<file path="src/rtl/stall_flush_ctrl_if.sv">
// stall_flush_ctrl_if -- hazard requests into, and pipeline-register controls
// out of, the stall/flush controller.
//   master : pipeline side, drives hazard/stall requests, receives controls
//   slave  : controller side, receives requests, drives stall/flush/div_busy/stall_cnt
interface stall_flush_ctrl_if;
    logic        stcl_lw;
    logic        stcl_jmp;
    logic        icache_stall;
    logic        dcache_stall;
    logic        div_start;
    logic        exc_flush;
    logic        pc_stall;
    logic        if_id_stall;
    logic        id_exe_stall;
    logic        exe_mem_stall;
    logic        if_id_flush;
    logic        id_exe_flush;
    logic        exe_mem_flush;
    logic        mem_wb_flush;
    logic        div_busy;
    logic [31:0] stall_cnt;

    modport master (
        output stcl_lw, stcl_jmp, icache_stall, dcache_stall, div_start, exc_flush,
        input  pc_stall, if_id_stall, id_exe_stall, exe_mem_stall,
        input  if_id_flush, id_exe_flush, exe_mem_flush, mem_wb_flush,
        input  div_busy, stall_cnt
    );

    modport slave (
        input  stcl_lw, stcl_jmp, icache_stall, dcache_stall, div_start, exc_flush,
        output pc_stall, if_id_stall, id_exe_stall, exe_mem_stall,
        output if_id_flush, id_exe_flush, exe_mem_flush, mem_wb_flush,
        output div_busy, stall_cnt
    );
endinterface

</file>
<file path="src/rtl/stall_flush_ctrl.sv">
// stall_flush_ctrl -- prioritised stall/flush generation for a 5-stage pipeline,
// with an optional multicycle-divide hold FSM and a saturating stall counter.
// Ports:
//   clk   : single clock, rising edge
//   rst_n : synchronous active-low reset
//   sif   : stall_flush_ctrl_if.slave (hazard requests in; stall/flush,
//           div_busy and stall_cnt out)
// Parameter DIV_CYCLES (2..63): cycles a divide holds EXE.
// Build option: define DIV_STALL_EN to include the divide FSM; otherwise
// div_start is ignored and div_busy is tied low.
module stall_flush_ctrl #(
    parameter int unsigned DIV_CYCLES = 33
) (
    input  logic              clk,
    input  logic              rst_n,
    stall_flush_ctrl_if.slave sif
);

    logic        div_busy_w;
    logic [7:0]  ctl;   // {pc, if_id, id_exe, exe_mem stalls, if_id, id_exe, exe_mem, mem_wb flushes}
    logic [31:0] stall_cnt_q, stall_cnt_d;

`ifdef DIV_STALL_EN
    typedef enum logic {IDLE, DIV} div_state_e;

    div_state_e state_q, state_d;
    logic [5:0] div_cnt_q, div_cnt_d;
    logic       div_busy_q, div_busy_d;

    always_comb begin
        state_d   = state_q;
        div_cnt_d = div_cnt_q;
        if (sif.exc_flush) begin
            state_d   = IDLE;
            div_cnt_d = '0;
        end else begin
            case (state_q)
                IDLE: begin
                    if (sif.div_start && !sif.dcache_stall) begin
                        state_d   = DIV;
                        div_cnt_d = 6'(DIV_CYCLES - 1);
                    end
                end
                DIV: begin
                    // Counts down even while dcache holds the pipe.
                    if (div_cnt_q == '0) begin
                        state_d = IDLE;
                    end else begin
                        div_cnt_d = div_cnt_q - 6'd1;
                    end
                end
            endcase
        end
        div_busy_d = (state_d == DIV);
    end

    // Registered state is invisible until the first reset edge, so gate it.
    assign div_busy_w = div_busy_q & rst_n;
`else
    logic unused_div;
    assign unused_div = ^{sif.div_start, DIV_CYCLES[0]};
    assign div_busy_w = 1'b0;
`endif

    // Highest active source wins; each lower-priority source only applies
    // when nothing above it is active.
    always_comb begin
        ctl = '0;
        if (!rst_n) begin
            ctl = '0;
        end else if (sif.exc_flush) begin
            ctl = 8'b0000_1111;
        end else if (sif.dcache_stall) begin
            ctl = 8'b1111_0001;
        end else if (div_busy_w) begin
            ctl = 8'b1110_0010;
        end else if (sif.stcl_lw || sif.stcl_jmp) begin
            ctl = 8'b1100_0100;
        end else if (sif.icache_stall) begin
            ctl = 8'b1000_1000;
        end
    end

    assign {sif.pc_stall, sif.if_id_stall, sif.id_exe_stall, sif.exe_mem_stall,
            sif.if_id_flush, sif.id_exe_flush, sif.exe_mem_flush, sif.mem_wb_flush} = ctl;
    assign sif.div_busy  = div_busy_w;
    assign sif.stall_cnt = stall_cnt_q;

    always_comb begin
        stall_cnt_d = stall_cnt_q;
        if (ctl[7] && (stall_cnt_q != '1)) begin
            stall_cnt_d = stall_cnt_q + 32'd1;
        end
    end

    always_ff @(posedge clk) begin
        if (!rst_n) begin
            stall_cnt_q <= '0;
`ifdef DIV_STALL_EN
            state_q     <= IDLE;
            div_cnt_q   <= '0;
            div_busy_q  <= 1'b0;
`endif
        end else begin
            stall_cnt_q <= stall_cnt_d;
`ifdef DIV_STALL_EN
            state_q     <= state_d;
            div_cnt_q   <= div_cnt_d;
            div_busy_q  <= div_busy_d;
`endif
        end
    end

endmodule

</file>
<file path="src/flat_wrapper.sv">
// flat-port wrapper written by rule: the top's interface ports become plain ports
module stall_flush_ctrl_flat 
#(
    parameter int unsigned DIV_CYCLES = 33
)
  (clk, rst_n, sif_stcl_lw, sif_stcl_jmp, sif_icache_stall, sif_dcache_stall, sif_div_start, sif_exc_flush, sif_pc_stall, sif_if_id_stall, sif_id_exe_stall, sif_exe_mem_stall, sif_if_id_flush, sif_id_exe_flush, sif_exe_mem_flush, sif_mem_wb_flush, sif_div_busy, sif_stall_cnt);
  stall_flush_ctrl_if sif_i ();
  input  logic clk;
  input  logic rst_n;
  input wire logic [$bits(sif_i.stcl_lw)-1:0] sif_stcl_lw;
  input wire logic [$bits(sif_i.stcl_jmp)-1:0] sif_stcl_jmp;
  input wire logic [$bits(sif_i.icache_stall)-1:0] sif_icache_stall;
  input wire logic [$bits(sif_i.dcache_stall)-1:0] sif_dcache_stall;
  input wire logic [$bits(sif_i.div_start)-1:0] sif_div_start;
  input wire logic [$bits(sif_i.exc_flush)-1:0] sif_exc_flush;
  output wire logic [$bits(sif_i.pc_stall)-1:0] sif_pc_stall;
  output wire logic [$bits(sif_i.if_id_stall)-1:0] sif_if_id_stall;
  output wire logic [$bits(sif_i.id_exe_stall)-1:0] sif_id_exe_stall;
  output wire logic [$bits(sif_i.exe_mem_stall)-1:0] sif_exe_mem_stall;
  output wire logic [$bits(sif_i.if_id_flush)-1:0] sif_if_id_flush;
  output wire logic [$bits(sif_i.id_exe_flush)-1:0] sif_id_exe_flush;
  output wire logic [$bits(sif_i.exe_mem_flush)-1:0] sif_exe_mem_flush;
  output wire logic [$bits(sif_i.mem_wb_flush)-1:0] sif_mem_wb_flush;
  output wire logic [$bits(sif_i.div_busy)-1:0] sif_div_busy;
  output wire logic [$bits(sif_i.stall_cnt)-1:0] sif_stall_cnt;
  assign sif_i.stcl_lw = sif_stcl_lw;
  assign sif_i.stcl_jmp = sif_stcl_jmp;
  assign sif_i.icache_stall = sif_icache_stall;
  assign sif_i.dcache_stall = sif_dcache_stall;
  assign sif_i.div_start = sif_div_start;
  assign sif_i.exc_flush = sif_exc_flush;
  assign sif_pc_stall = sif_i.pc_stall;
  assign sif_if_id_stall = sif_i.if_id_stall;
  assign sif_id_exe_stall = sif_i.id_exe_stall;
  assign sif_exe_mem_stall = sif_i.exe_mem_stall;
  assign sif_if_id_flush = sif_i.if_id_flush;
  assign sif_id_exe_flush = sif_i.id_exe_flush;
  assign sif_exe_mem_flush = sif_i.exe_mem_flush;
  assign sif_mem_wb_flush = sif_i.mem_wb_flush;
  assign sif_div_busy = sif_i.div_busy;
  assign sif_stall_cnt = sif_i.stall_cnt;
  stall_flush_ctrl #(.DIV_CYCLES(DIV_CYCLES)) u_core (.clk(clk), .rst_n(rst_n), .sif(sif_i));
endmodule
</file>
<file path="config.mk">
export PLATFORM = sky130hd
export DESIGN_NAME = stall_flush_ctrl_flat
export DESIGN_NICKNAME = d
export VERILOG_FILES = /design/src/rtl/stall_flush_ctrl_if.sv /design/src/rtl/stall_flush_ctrl.sv /design/src/flat_wrapper.sv
export SDC_FILE = /design/constraint.sdc
export NUM_CORES = 1
export LEC_CHECK = 0
export ABC_AREA = 1
export CAP_MARGIN = 20
export CORE_MARGIN = 5
export CORE_UTILIZATION = 33
export DETAILED_ROUTE_END_ITERATION = 10
export PLACE_DENSITY = 0.68
export SLEW_MARGIN = 20
export SYNTH_ARGS = -nofsm -noshare
export SYNTH_HDL_FRONTEND = slang
export SYNTH_SLANG_ARGS = --single-unit
</file>
<file path="constraint.sdc">
create_clock -name clk -period 2.65 [get_ports clk]
set_input_delay 0.6625 -clock clk [delete_from_list [all_inputs] [get_ports clk]]
set_output_delay 0.6625 -clock clk [all_outputs]
set_load 0.02 [all_outputs]
</file>
Word-level counts from Yosys, hierarchy flattened
Index checks and enable logic that the tools add are counted.
Widths: inputs -> output; s select.
- add/subtract/negate cells: 1
- eq/ne operators: 1
- mux-type cells: 5
- reduce and logical (&&, ||, !) cells: 2
- operators with widths (operator ; number):
    $mux 8 ; 5
    $add 32x1->32 const B ; 1
    $ne 32x32->1 const B ; 1
    $logic_and 1x1->1 ; 1
    $logic_or 1x1->1 ; 1
- register bits: 32
- input port bits: 8
- output and inout bits: 41
- logic and storage cells: 10

Longest topological paths before layout
- depth in word-level cells: 6
- mapped depth: 11
- gate-level depth less buffers: 11

Worst setup path before layout
Ideal clock, no wire load.
- path type: input to output
- start: in rst_n
- end: out sif_id_exe_stall
- arrival: 1881 ps
- data required time: 1987 ps
- setup slack: 107 ps
- stages: 5
- path buffers: 3
- cells stage by stage: buf_4 -> inv_2 -> clkbuf_1 -> nor3_1 -> buf_4
- longest elaborated chain between the ends: 1
- RTL lines (element ; RTL line ; source):
    start: declaration ; flat_wrapper.sv:9 ; input logic rst_n;
    $mux 8 ; stall_flush_ctrl.sv:69 ; if (!rst_n) begin
    end: declaration ; flat_wrapper.sv:18 ; output wire logic [$bits(sif_i.id_exe_stall)-1:0] sif_id_exe_stall;
Every way passes these cells.

Worst setup path in the final report
- start: in rst_n
- end: out sif_pc_stall
- longest elaborated chain between the ends: 1
- RTL lines (element ; RTL line ; source):
    $mux 8 ; stall_flush_ctrl.sv:69 ;
    end: declaration ; flat_wrapper.sv:16 ; output wire logic [$bits(sif_i.pc_stall)-1:0] sif_pc_stall;
Every way passes these cells.

==> metrics.log <==
INFO  metric synth.ff_latch_count = 32
INFO  metric maxSlewViolCount = 0
INFO  metric cp_slowest_cell = sky130_fd_sc_hd__clkdlybuf4s50_1
INFO  metric areaGrowthSynthToFinish = 27.3%
INFO  metric global_route.usage.met1 = 17.4%
INFO  metric grt_most_used_layer = met2
INFO  metric worstSkewPairLatency = 0.28 ns
INFO  metric fillCellCount = 682
INFO  metric seq_power_share = 50.1%
INFO  metric drt_first_iter_violations = 110
INFO  metric globalplace.congestion = 0.893
INFO  metric crit_chain = clkdlybuf4s50_1 > inv_2 > nor2_1 > nand2_1 > nand2_2 > dlygate4sd2_1
INFO  metric worst_hold_path_type = reg -> reg
INFO  metric timing.max_cap.violations = 0
INFO  metric grt_start_max_net_pins = 27
INFO  metric achievable-frequency = 0.390 GHz
INFO  metric yosysSeqAreaShare = 29.9%
INFO  metric initial_core_util = 33.9%
INFO  metric synthTopCellsByArea = sky130_fd_sc_hd__dfxtp_1 (30%), sky130_fd_sc_hd__nand2_1 (17%), sky130_fd_sc_hd__nor2_1 (12%)
INFO  metric p_sw = 0.000242 W
INFO  metric final_period_minus_worst_setup_slack = 2.57 ns
INFO  metric first_global_vias = 2,166
INFO  metric cts.path.max_buffers = 2
INFO  metric worst-setup-path-type = in -> out
INFO  metric setup_viol = 0
INFO  metric ioPinCount = 49
INFO  metric leakage = 0.974 nW
INFO  metric numPortBuffers = 46
INFO  metric dieHeight = 90.5 um
INFO  metric power.share.clock = 39.9%
INFO  metric gr-total-overflow = 0
INFO  metric die-area = 0.00819 sq mm
INFO  metric drt_pre_antenna_iters = 4
INFO  metric setup_slack = 0.0829 ns
INFO  metric critPathMaxStageDelay = 0.55 ns
INFO  metric synth-warning-count = 0
INFO  metric power_frac_comb = 10.0%
INFO  metric fin_worst_skew = 0.00372 ns
INFO  metric crit_path_end_kind = primary output
INFO  metric hpwlAfterDp = 4300 um
INFO  metric grtUsageMet3 = 3.75%
INFO  metric power_report.internal_total = 0.000736 W
INFO  metric cts.htree.levels = 2
INFO  metric clk_pin_slew = 0.06 ns
INFO  metric timing.critical_path.from_type = input port
INFO  metric final_nets = 392
INFO  metric synth_top_cell_area_share = 29.9%
INFO  metric layoutNonFillerInstCount = 461
INFO  metric vias = 2,230
INFO  metric syn_avg_cell_area = 6.37 sq um
INFO  metric drt_drc_violations_left = 0
INFO  metric netlist-cell-type-count = 28
INFO  metric antenna_left = 0
INFO  metric core = 0.00631 sq mm
INFO  metric max_reg_flops = 32
INFO  metric pre_cts_slack = -0.202 ns
INFO  metric drt_wl_total = 5570 um
INFO  metric path_buf_inv = 3
INFO  metric yosys.area.top_type = sky130_fd_sc_hd__dfxtp_1
INFO  metric initial_antenna_violation_count = 0
INFO  metric antenna_cells = 0
INFO  metric clock_tree.root_cell = sky130_fd_sc_hd__clkbuf_8
INFO  metric outcome = finished, final reports clean
INFO  metric critPathRequiredTime = 1.99 ns
INFO  metric dp.cells = 453
INFO  metric tcrit_tclk_final = 96.9%
INFO  metric critPathArrivalTime = 1.90 ns
INFO  metric inserted_clock_buffers = 5
INFO  metric finalHoldViolations = 0
INFO  metric most-common-layout-cells = sky130_fd_sc_hd__nand2_1 (99), sky130_fd_sc_hd__nor2_1 (71), sky130_fd_sc_hd__clkdlybuf4s50_1 (38)
INFO  metric avgViaCountPerCell = 4.84
INFO  metric netlist_instances = 336
INFO  metric syn_nets = 345
INFO  metric hold_buffers = 0
INFO  metric power_per_standard_cell_area = 359 mW/mm^2
INFO  metric grt_util_all_layers = 14.0%
INFO  metric crit_fanout = 5
INFO  metric critical-path-top-delay-family = buffers and inverters
INFO  metric ir_drop = 216 uV
INFO  metric placement_rows = 29
INFO  metric clock_sink_count = 32
INFO  metric global_route_wire_length_before_repair = 9600 um
INFO  metric most_frequent_standard_cell_in_the_layout_excluding_fill_and_tap_cells = sky130_fd_sc_hd__nand2_1
INFO  metric wire_per_inst = 12.1 um
INFO  metric globalRouteMet2Util = 22.8%
INFO  metric setup-tns-final = 0 ns
INFO  metric cts_tree = yes
INFO  metric drive_gt1_share = 10.9%
INFO  metric die_w = 90.5 um
INFO  metric rsz0062_at_grt = no
INFO  metric swShare = 24.8%
INFO  metric totalPowerFinal = 0.000978 W
INFO  metric syn-cell-area = 0.00214 sq mm
timing repair:
item / CTS / global route
resized for setup: 8 / 0
setup endpoints to repair: 8 / 0
setup buffers: 0 / 0
worst min-delay path, delay by kind of cell, from the launching register on:
family           cells  cell delay (ns)
and+or+nand+nor      2             0.15
DFF                  1             0.34
power by group through the flow:
stage | sequential, W | clock (W) | combinational [W]
4_1_cts | 0.000490 | 0.000408 | 0.0000985
2_1_floorplan | 0.000506 | 0 | 0.0000606
5_1_grt | 0.000491 | 0.000426 | 0.000107
3_3_place_gp | 0.000501 | 0 | 0.000102
6_report | 0.000490 | 0.000390 | 0.0000974
3_5_place_dp | 0.000501 | 0 | 0.000104
worst paths after layout:
kind	start	end	slack, ns	cells past startpoint
setup / recovery	rst_n	sif_pc_stall	0.08	6
hold / removal	u_core.sif.stall_cnt[1]$_SDFFE_PN0P_	u_core.sif.stall_cnt[1]$_SDFFE_PN0P_	0.53	2
setup reg to reg	u_core.sif.stall_cnt[1]$_SDFFE_PN0P_	u_core.sif.stall_cnt[0]$_SDFFE_PN0P_	0.89	10
hold reg to reg	u_core.sif.stall_cnt[1]$_SDFFE_PN0P_	u_core.sif.stall_cnt[1]$_SDFFE_PN0P_	0.53	2
kinds of logic (layout without fill, tap and decap cells):
family / Yosys count / count (layout) / share of synthesized area (%)
AND/OR/NAND/NOR: 224 / 224 / 47.7
buffers and inverters: 36 / 84 / 8.48
AO/OA/AOI/OAI: 32 / 32 / 9.01
flip-flops: 32 / 32 / 29.9
XOR/XNOR: 10 / 10 / 4.09
adder cells (fa/ha/maj): 1 / 1 / 0.585
other: 1 / 1 / 0.175
cell usage after synthesis:
cell / instances
sky130_fd_sc_hd__o31ai_1: 1
sky130_fd_sc_hd__a21oi_2: 8
sky130_fd_sc_hd__nand3_4: 1
sky130_fd_sc_hd__nand2_4: 2
sky130_fd_sc_hd__nand3_2: 4
sky130_fd_sc_hd__dfxtp_1: 32
sky130_fd_sc_hd__nor2_4: 6
sky130_fd_sc_hd__inv_2: 3
sky130_fd_sc_hd__conb_1: 1
sky130_fd_sc_hd__nor3_1: 1
sky130_fd_sc_hd__nand4_1: 7
sky130_fd_sc_hd__o21ai_0: 4
sky130_fd_sc_hd__nand2_1: 99
sky130_fd_sc_hd__nor2_2: 4
sky130_fd_sc_hd__nand2_2: 4
sky130_fd_sc_hd__nand3_1: 19
sky130_fd_sc_hd__inv_1: 23
sky130_fd_sc_hd__a21oi_1: 19
sky130_fd_sc_hd__and2_1: 3
sky130_fd_sc_hd__clkbuf_1: 1
sky130_fd_sc_hd__buf_6: 4
sky130_fd_sc_hd__nand3b_1: 3
sky130_fd_sc_hd__buf_2: 1
sky130_fd_sc_hd__xor2_1: 4
sky130_fd_sc_hd__buf_4: 4
sky130_fd_sc_hd__ha_1: 1
sky130_fd_sc_hd__nor2_1: 71
sky130_fd_sc_hd__xnor2_1: 6
stage by stage:
| step | utilization, % | area, sq um | hold WS [ns] |
|---|---|---|---|
| after floorplan | - | 2140 | 0.583 |
| after global placement | 41.9 | 2640 | 0.513 |
| after detailed placement | 41.9 | 2640 | 0.524 |
| after CTS | 43.1 | 2720 | 0.534 |
| after global routing | 43.1 | 2720 | 0.572 |
| final | 43.1 | 2720 | 0.529 |
per-layer routing:
layer / vias to the layer above / part of all wire [%]
li1: 1153 / -
met4: 0 / 1.8
met3: 10 / 6.3
met1: 997 / 47
met5: - / 0
met2: 70 / 45
area by class of cell:
class | instances | area, sq um | area share (%)
sequential | 32 | 641 | 23.5
tap | 77 | 96.3 | 3.54
timing repair buffer | 50 | 480 | 17.6
clock buffer | 8 | 90.1 | 3.31
inverter | 26 | 97.6 | 3.58
multi-input combinational | 268 | 1320 | 48.4
Note: power is estimated with default switching activity, not from simulation.
